**src/rtl/fpu_pkg.sv**
```systemverilog
// Shared FPU definitions: field widths, the normaliser state encoding,
// result-flag bit positions and the packed IEEE-754 single layout.
package fpu_pkg;

  localparam int unsigned EXP_W   = 8;
  localparam int unsigned MANT_W  = 24;
  localparam int unsigned EXP_MAX = 255;
  localparam int unsigned BIAS    = 127;

  typedef enum logic [1:0] {
    IDLE  = 2'd0,
    NORM  = 2'd1,
    ROUND = 2'd2,
    DONE  = 2'd3
  } norm_state_t;

  // Bit positions inside the {overflow, underflow, inexact, zero} flag word
  localparam int unsigned FLG_OVF  = 3;
  localparam int unsigned FLG_UNF  = 2;
  localparam int unsigned FLG_INX  = 1;
  localparam int unsigned FLG_ZERO = 0;

  typedef struct packed {
    logic              sign;
    logic [EXP_W-1:0]  exp;
    logic [MANT_W-2:0] frac;
  } fp32_t;

endpackage

```
**src/rtl/fp_rne_round.sv**
```systemverilog
// Combinational round-to-nearest-even of a normalised (or denormal) mantissa.
// Ports:
//   mant_i    : mantissa including hidden bit
//   g_i/r_i/s_i : guard, round and sticky bits below the mantissa LSB
//   exp_i     : biased exponent, one bit wider than the field so it never wraps
//   mant_o    : rounded mantissa
//   exp_o     : exponent, bumped when the increment carries out of the mantissa
//   inexact_o : any discarded bit was non-zero
module fp_rne_round
  import fpu_pkg::*;
#(
  parameter int unsigned MANT_W = fpu_pkg::MANT_W,
  parameter int unsigned EXP_W  = fpu_pkg::EXP_W
) (
  input  logic [MANT_W-1:0] mant_i,
  input  logic              g_i,
  input  logic              r_i,
  input  logic              s_i,
  input  logic [EXP_W:0]    exp_i,
  output logic [MANT_W-1:0] mant_o,
  output logic [EXP_W:0]    exp_o,
  output logic              inexact_o
);

  // Above half, or exactly half with an odd LSB, rounds up
  function automatic logic rne_up(input logic lsb, input logic g,
                                  input logic r, input logic s);
    return g & (r | s | lsb);
  endfunction

  logic          up;
  logic [MANT_W:0] sum;

  assign up        = rne_up(mant_i[0], g_i, r_i, s_i);
  assign sum       = {1'b0, mant_i} + {{MANT_W{1'b0}}, up};
  assign inexact_o = g_i | r_i | s_i;

  always_comb begin
    if (sum[MANT_W]) begin
      // All-ones mantissa rolled over: renormalise to 1.0 and bump exponent
      mant_o = {1'b1, {(MANT_W-1){1'b0}}};
      exp_o  = exp_i + (EXP_W+1)'(1);
    end else begin
      mant_o = sum[MANT_W-1:0];
      exp_o  = exp_i;
    end
  end

endmodule

```
**src/rtl/fp_norm_round.sv**
```systemverilog
// Normalise / round / pack stage behind the 24-bit mantissa adder.
// Accepts the raw sum, carry-out and G/R/S bits, left-normalises one bit per
// cycle, rounds to nearest-even and packs an IEEE-754 single.
// Ports:
//   clk, rst        : clock, synchronous active-high reset
//   in_valid/ready  : upstream handshake (ready only while idle)
//   in_sign, in_exp, in_mant, in_cout, in_grs : adder result
//   out_valid/ready : downstream handshake, result held until accepted
//   out_result      : packed {sign, exp, frac}
//   out_flags       : {overflow, underflow, inexact, zero}
module fp_norm_round
  import fpu_pkg::*;
#(
  parameter int unsigned MANT_W  = fpu_pkg::MANT_W,
  parameter int unsigned EXP_W   = fpu_pkg::EXP_W,
  parameter int unsigned EXP_MAX = fpu_pkg::EXP_MAX
) (
  input  logic              clk,
  input  logic              rst,
  input  logic              in_valid,
  output logic              in_ready,
  input  logic              in_sign,
  input  logic [EXP_W-1:0]  in_exp,
  input  logic [MANT_W-1:0] in_mant,
  input  logic              in_cout,
  input  logic [2:0]        in_grs,
  output logic              out_valid,
  input  logic              out_ready,
  output logic [31:0]       out_result,
  output logic [3:0]        out_flags
);

  localparam logic [EXP_W:0] EXP_ONE = (EXP_W+1)'(1);
  localparam logic [EXP_W:0] EXP_SAT = (EXP_W+1)'(EXP_MAX);

  norm_state_t       state_q, state_d;
  logic              sign_q, sign_d;
  logic [EXP_W:0]    exp_q, exp_d;
  logic [MANT_W-1:0] mant_q, mant_d;
  logic              g_q, g_d, r_q, r_d, s_q, s_d;
  logic [31:0]       res_q, res_d;
  logic [3:0]        flags_q, flags_d;

  logic              is_zero;
  logic              norm_done;
  logic [MANT_W-1:0] rnd_mant;
  logic [EXP_W:0]    rnd_exp;
  logic              rnd_inx;
  fp32_t             pk;

  assign is_zero   = (mant_q == '0) & ~(g_q | r_q | s_q);
  // Stop at hidden bit set, at the denormal floor, or on an exact zero
  assign norm_done = mant_q[MANT_W-1] | (exp_q == EXP_ONE) | is_zero;

  fp_rne_round #(.MANT_W(MANT_W), .EXP_W(EXP_W)) u_round (
    .mant_i    (mant_q),
    .g_i       (g_q),
    .r_i       (r_q),
    .s_i       (s_q),
    .exp_i     (exp_q),
    .mant_o    (rnd_mant),
    .exp_o     (rnd_exp),
    .inexact_o (rnd_inx)
  );

  always_comb begin
    state_d = state_q;
    sign_d  = sign_q;
    exp_d   = exp_q;
    mant_d  = mant_q;
    g_d     = g_q;
    r_d     = r_q;
    s_d     = s_q;
    res_d   = res_q;
    flags_d = flags_q;
    pk      = '0;
    case (state_q)
      IDLE: begin
        if (in_valid) begin
          sign_d  = in_sign;
          state_d = NORM;
          if (in_cout) begin
            // Carry-out: shift right once, old R folds into sticky
            mant_d = {1'b1, in_mant[MANT_W-1:1]};
            g_d    = in_mant[0];
            r_d    = in_grs[2];
            s_d    = in_grs[1] | in_grs[0];
            exp_d  = {1'b0, in_exp} + EXP_ONE;
          end else begin
            mant_d = in_mant;
            g_d    = in_grs[2];
            r_d    = in_grs[1];
            s_d    = in_grs[0];
            exp_d  = {1'b0, in_exp};
          end
        end
      end
      NORM: begin
        if (norm_done) begin
          state_d = ROUND;
        end else begin
          // Sticky stays put: it only records that something lies below R
          mant_d = {mant_q[MANT_W-2:0], g_q};
          g_d    = r_q;
          r_d    = 1'b0;
          exp_d  = exp_q - EXP_ONE;
        end
      end
      ROUND: begin
        pk.sign = sign_q;
        flags_d = '0;
        if (is_zero) begin
          flags_d[FLG_ZERO] = 1'b1;
        end else if (rnd_exp >= EXP_SAT) begin
          pk.exp           = '1;
          flags_d[FLG_OVF] = 1'b1;
          flags_d[FLG_INX] = 1'b1;
        end else begin
          // Hidden bit clear only happens at the denormal floor: field is 0
          pk.exp           = rnd_mant[MANT_W-1] ? rnd_exp[EXP_W-1:0] : '0;
          pk.frac          = rnd_mant[MANT_W-2:0];
          flags_d[FLG_INX] = rnd_inx;
          flags_d[FLG_UNF] = ~rnd_mant[MANT_W-1] & rnd_inx;
        end
        res_d   = pk;
        state_d = DONE;
      end
      DONE: begin
        if (out_ready) state_d = IDLE;
      end
      default: state_d = IDLE;
    endcase
  end

  always_ff @(posedge clk) begin
    if (rst) begin
      state_q <= IDLE;
      res_q   <= '0;
      flags_q <= '0;
    end else begin
      state_q <= state_d;
      res_q   <= res_d;
      flags_q <= flags_d;
    end
  end

  always_ff @(posedge clk) begin
    sign_q <= sign_d;
    exp_q  <= exp_d;
    mant_q <= mant_d;
    g_q    <= g_d;
    r_q    <= r_d;
    s_q    <= s_d;
  end

  assign in_ready   = (state_q == IDLE);
  assign out_valid  = (state_q == DONE);
  assign out_result = res_q;
  assign out_flags  = flags_q;

endmodule

```
**config.mk**
```make
export PLATFORM = sky130hd
export DESIGN_NAME = fp_norm_round
export DESIGN_NICKNAME = d
export VERILOG_FILES = /design/src/rtl/fpu_pkg.sv /design/src/rtl/fp_rne_round.sv /design/src/rtl/fp_norm_round.sv
export SDC_FILE = /design/constraint.sdc
export NUM_CORES = 1
export LEC_CHECK = 0
export ABC_CLOCK_PERIOD_IN_PS = 6850
export BUFFER_PORTS_ARGS = -buffer_cell sky130_fd_sc_hd__buf_2
export CAP_MARGIN = 20
export CORE_UTILIZATION = 62
export CTS_BUF_LIST = sky130_fd_sc_hd__clkbuf_4 sky130_fd_sc_hd__clkbuf_8
export CTS_CLUSTER_SIZE = 12
export DETAILED_ROUTE_END_ITERATION = 12
export GPL_TIMING_DRIVEN = 0
export PLACE_DENSITY = 0.88
export SLEW_MARGIN = 10
export SYNTH_ARGS = -nofsm -noshare
export SYNTH_HDL_FRONTEND = slang
export SYNTH_SLANG_ARGS = --single-unit
```
**constraint.sdc**
```tcl
create_clock -name clk -period 6.85 [get_ports clk]
set_input_delay 0.685 -clock clk [delete_from_list [all_inputs] [get_ports clk]]
set_output_delay 0.685 -clock clk [all_outputs]
set_load 0.005 [all_outputs]
```
======== After elaboration in Yosys (flattened, before gate mapping) ========
Index checks and enable logic that the tools add are counted.
storage, ports and cells
  input port bits ......................... 41
  register bits ........................... 75
operators by class
  order comparisons ....................... 1
  reduce and logical (&&, ||, !) cells .... 6
  muxes and demuxes ....................... 32
  equality and inequality tests ........... 8
  bitwise gates (word level) .............. 12
  add/sub/neg operators ................... 4
operators by type and width
  cell                                                 number
  two-way mux 24 bit                                   4
  one-hot mux 24 bit (2 select lines)                  1
  two-way mux 9 bit                                    4
  two-way mux 31 bit                                   1
  adder 24 x 1 -> 25 bit                               1
  zero test 24 bit                                     1
  two-way mux 23 bit                                   1
  one-hot mux 9 bit (2 select lines)                   1
  two-way mux 8 bit                                    2
  two-way mux 1 bit                                    11
  adder 8 x 1 -> 9 bit, second input constant          1
  adder 9 x 1 -> 9 bit, second input constant          1
  == test 9 x 1 -> 1 bit, second input constant        1
  >= comparator 9 x 8 -> 1 bit, second input constant  1
  subtractor 9 x 1 -> 9 bit, second input constant     1
  one-hot mux 2 bit (4 select lines)                   1
  bitwise OR 1 bit                                     7
  two-way mux 2 bit                                    3
  inequality test 2 bit, second input constant         3
  AND reduction 3 bit                                  2
  == test 2 bit, second input constant                 2
  one-hot mux 1 bit (2 select lines)                   2
  bitwise AND 1 bit                                    3
  two-way mux 3 bit                                    1
  other kinds (6)                                      7

======== Depth between registers and ports, before layout ========
  depth after elaboration ................. 9
  depth in mapped cells ................... 10
  depth with buffers taken out ............ 8

======== Cells and area by module ========
From an unflattened synthesis, not the netlist that was laid out.
second synthesis, totals
  cell total of the unflattened synthesis .. 434
  area, all modules ....................... 4,247.8 um^2
modules (own cells, without submodules)
  module         instances  area each (um^2)  cells an instance
  fp_norm_round  1          3,438.3           311
  fp_rne_round   1          809.5             123

======== Worst setup path after synthesis ========
Ideal clock, no wire load.
  path kind ............................... flip-flop to flip-flop
  start ................................... register exp_q[0]
  end ..................................... register exp_q[0] (enable)
  arrival ................................. 2.743 ns
  slack ................................... 3.668 ns
  stages on the path, launching flop included .. 6
  clock period less this slack ............ 3.182 ns
  buffers on the path ..................... 0
  library setup time ...................... 0.439 ns
  path through ............................ edfxtp_1 > ha_1 > nor4b_1 > nand2_1 > o2111ai_1 > a21oi_1
between the ends
  cells in the longest elaborated chain, start to end .. 5
RTL lines
  what                             RTL line              text
  from (decl)                      fp_norm_round.sv:38   logic [EXP_W:0] exp_q, exp_d;
  from (signal assigned)           fp_norm_round.sv:149  exp_q <= exp_d;
  == test 9 x 1 -> 1 bit           fp_norm_round.sv:53   assign norm_done = mant_q[MANT_W-1] | (exp_q == EXP_ONE) | is_zero;
  bitwise OR 1 bit (2 in series)   fp_norm_round.sv:53
  inequality test 2 bit (no line)  n/a
  AND reduction 3 bit (no line)    n/a
Every way passes these cells.
A chain may end at the register's enable or synchronous reset.

======== Worst setup path after layout ========
  start ................................... register g_q
  end ..................................... register res_q[16], in the netlist out_result[16]
between the ends
  cells in the longest elaborated chain, start to end .. 6
  elaborated cells on any way between the ends .. 11
  classes of those cells .................. add/sub: 1; order compare: 1; mux: 4; bitwise: 5
RTL lines
  what                          RTL line              text
  from (decl)                   fp_norm_round.sv:40   logic g_q, g_d, r_q, r_d, s_q, s_d;
  from (signal assigned)        fp_norm_round.sv:151  g_q <= g_d;
  bitwise AND 1 bit             fp_rne_round.sv:28    return g & (r | s | lsb);
  adder 24 x 1 -> 25 bit        fp_rne_round.sv:35    assign sum = {1'b0, mant_i} + {{MANT_W{1'b0}}, up};
  two-way mux 9 bit             fp_rne_round.sv:39    if (sum[MANT_W]) begin
  >= comparator 9 x 8 -> 1 bit  fp_norm_round.sv:114  end else if (rnd_exp >= EXP_SAT) begin
  two-way mux 23 bit            fp_norm_round.sv:114
  two-way mux 31 bit (*)        fp_norm_round.sv:112  if (is_zero) begin
  to (signal assigned)          fp_norm_round.sv:142  res_q <= res_d;
  to (decl)                     fp_norm_round.sv:41   logic [31:0] res_q, res_d;
Mark *: on every way between the ends. The rest lies on a longest branch, timed or not.

==> impl_metrics.env <==
export IMPL_antenna_found_initial=0
export IMPL_grt_start_max_net_pins=27
export IMPL_maxSlewViolCount=0
export IMPL_syn_area_sq_um=4230
export IMPL_ant_nets=0
export IMPL_finalSetupViolations=0
export IMPL_cpMostUsedCell="and2_1"
export IMPL_async_flop_share_pct=0
export IMPL_clock_sinks=75
export IMPL_grt_usage_pct=30.4
export IMPL_synth_mux_area_share_pct=6.66
export IMPL_viasPerCell=6.05
export IMPL_final_area_sq_um=4950
export IMPL_start_util_pct=65.5
export IMPL_ctsHoldBuffers=0
export IMPL_antenna_cells=0
export IMPL_peakVddDrop_uv=385
export IMPL_hold_viol_final=0
export IMPL_crit_type="reg2reg"
export IMPL_layout_commonest_cell="buf_2"
export IMPL_cts_tree="built"
export IMPL_max_clock_path_buffers=2
export IMPL_yosys_area_top_type="edfxtp_1"
export IMPL_numCtsBuffers=9
export IMPL_worstPathMaxFanout=10
export IMPL_first_pass_iters=7
export IMPL_fp_dieH_um=84.6
export IMPL_path_clk_slew_ns=0.09
export IMPL_cp_cell_sequence="and2_1 > ha_1 > nand3_1 > nor4_1 > o211ai_1 > and2_1 > o21ai_2 > buf_4 > o21ai_1"
export IMPL_worstPathArrival_ns=3.24
export IMPL_cp_slowest_stage_delay_ns=0.83
export IMPL_mostFrequentLayoutCells="buf_2 (79), nand2_1 (74), dfxtp_1 (38)"
export IMPL_gr_total_overflow=0
export IMPL_first_global_vias=3528
export IMPL_first_iter_violations=272
export IMPL_clk_insertion_delay_late_ns=0.36
export IMPL_wl_met3_um=710
export IMPL_synth_cells=459
export IMPL_hold_class="reg2reg"
export IMPL_drc=0
export IMPL_synth_seq_area_share_pct=44.3
export IMPL_synth_cell_types=49
export IMPL_synth_main_ff_cell="dfxtp_1"
export IMPL_drive_above_1_share_pct=19.9
export IMPL_leakage_nw=1.96
export IMPL_finalClockSkew_ns=0.0176
export IMPL_yosysTopAreaCellShare_pct=26.3
export IMPL_synthXorXnorAreaFrac_pct=8.70
export IMPL_max_cap_viol_count=0
export IMPL_synthAdderAreaFrac_pct=2.66
export IMPL_wirelength_um=10300
export IMPL_gp_congestion=0.871
export IMPL_die_width_um=84.6
export IMPL_top_layer="met4"
export IMPL_power_density_nw_per_um2=423
export IMPL_htreeDepth=3
export IMPL_cp_required_ns=7.09
export IMPL_ctsResizeCount=0
export IMPL_post_cts_buffers=0
export IMPL_wire_per_inst_um=16.4
export IMPL_cp_end_kind="flip-flop"
export IMPL_synth_compound_area_share_pct=13.5
export IMPL_rows=29
export IMPL_synthSimpleGateAreaFrac_pct=20.2
export IMPL_post_route_min_period_ns=3.00
export IMPL_yosys_warnings=0
export IMPL_rsz0062_at_grt="false"
export IMPL_hpwl_um=7560
export IMPL_syn_nets=509
export IMPL_utilization_pct=76.6
export IMPL_setup_tns_ns=0
export IMPL_syn_to_final_growth_pct=17.0
export IMPL_dr_wl_met2_um=4870
export IMPL_cp_slowest_cell="nor4_1"
export IMPL_synth_edf_count=37
export IMPL_max_freq_mhz=334
export IMPL_slew_limit_headroom_pct=26.8
export IMPL_ys_ff_latch=75
export IMPL_cts_root_buffer="clkbuf_8"
export IMPL_port_buffers=76
export IMPL_finalCritPeriodShare_pct=43.7
export IMPL_dieArea_sq_um=7160
export IMPL_nNetsFinal=597
export IMPL_synthTopCellsByArea="edfxtp_1 (26%), dfxtp_1 (18%), nand2_1 (6.6%)"
export IMPL_outcome="completed"
export IMPL_worst_slew_pin_slew_ns=1.09
export IMPL_min_path_cells=2
export IMPL_synth_top_family_by_area="simple AND/OR/NAND/NOR gates"
export IMPL_pin_count=79
export IMPL_startpoint_type="flip-flop"
export IMPL_reg2reg_depth=9
export IMPL_met1_length_um=4420
export IMPL_dpl_instance_area_sq_um=4740
export IMPL_vias=3805
export IMPL_postSynthAreaPerCell_sq_um=9.21
export IMPL_grt_pass1_wl_um=16700
export IMPL_core_area_sq_um=6460
sequential cells by signal (all words and copies together) (netlist names), 2 cells and up:
name        count
state_q         2
exp_q           9
out_flags       4
mant_q         24
out_result     32
report_power, final:
| part | internal, W | total, W | switching (W) |
|---|---|---|---|
| sequential | 0.000719 | 0.000893 | 0.000174 |
| clock | 0.000176 | 0.000353 | 0.000177 |
| combinational | 0.000324 | 0.000847 | 0.000523 |
| total | 0.00122 | 0.00209 | 0.000875 |
critical path, delay by kind of cell (launching register included):
family | cells | cell delay, ns
AND/OR/NAND/NOR | 4 | 1.39
buffers and inverters | 1 | 0.23
adder cells (fa/ha/maj) | 1 | 0.24
AO/OA/AOI/OAI | 3 | 0.57
flip-flops | 1 | 0.45
routing by layer:
metal | GRT usage (%) | vias to the layer above
met1 | 39.1 | 1755
met4 | 16.2 | 0
met2 | 49.4 | 190
met5 | 0 | -
li1 | - | 1828
met3 | 5.01 | 32
worst paths after layout:
check / end / start / slack [ns]
max reg2reg: out_result[16]$_SDFFE_PP0P_ / g_q$_DFFE_PP_ / 3.85
min: out_result[20]$_SDFFE_PP0P_ / out_result[20]$_SDFFE_PP0P_ / 0.44
max: out_result[16]$_SDFFE_PP0P_ / g_q$_DFFE_PP_ / 3.85
min reg2reg: out_result[20]$_SDFFE_PP0P_ / out_result[20]$_SDFFE_PP0P_ / 0.44
through the flow:
| stage | power, W | setup slack [ns] | cells | hold slack (ns) |
|---|---|---|---|---|
| after global routing | 0.00222 | 3.67 | 629 | 0.465 |
| after floorplan | 0.00142 | 3.67 | 459 | 0.442 |
| after detailed placement | 0.00172 | 3.95 | 613 | 0.436 |
| final | 0.00209 | 3.85 | 629 | 0.445 |
| after global placement | 0.00164 | 2.87 | 612 | 0.430 |
| after CTS | 0.00207 | 3.92 | 629 | 0.446 |
synthesized netlist by cell type, drive strengths merged, types with 11 or more instances:
cell type  instances
o21ai             57
edfxtp            37
nand3             12
dfxtp             38
xor2              21
mux2i             27
clkbuf            23
xnor2             21
nand4             13
nor4              14
nand2             74
nor3              12
inv               11
nor2              24
cell families after synthesis:
kind of cell / after synthesis
AOI/OAI and AO/OA: 92
xor gates and xnor gates: 42
adders and majority gates: 9
muxes: 28
and+or+nand+nor: 173
DFF: 75
buffers and inverters: 40
cell type report:
type,count,area (sq um)
Clock inverter,6,73.8
Timing Repair Buffer,77,408
Inverter,11,41.3
Clock buffer,10,131
Multi-Input combinational cell,344,2200
Tap cell,77,96.3
Sequential cell,75,1870
Buffer,29,128
Fill cell,459,1510
(Power assumes the default switching activity.)
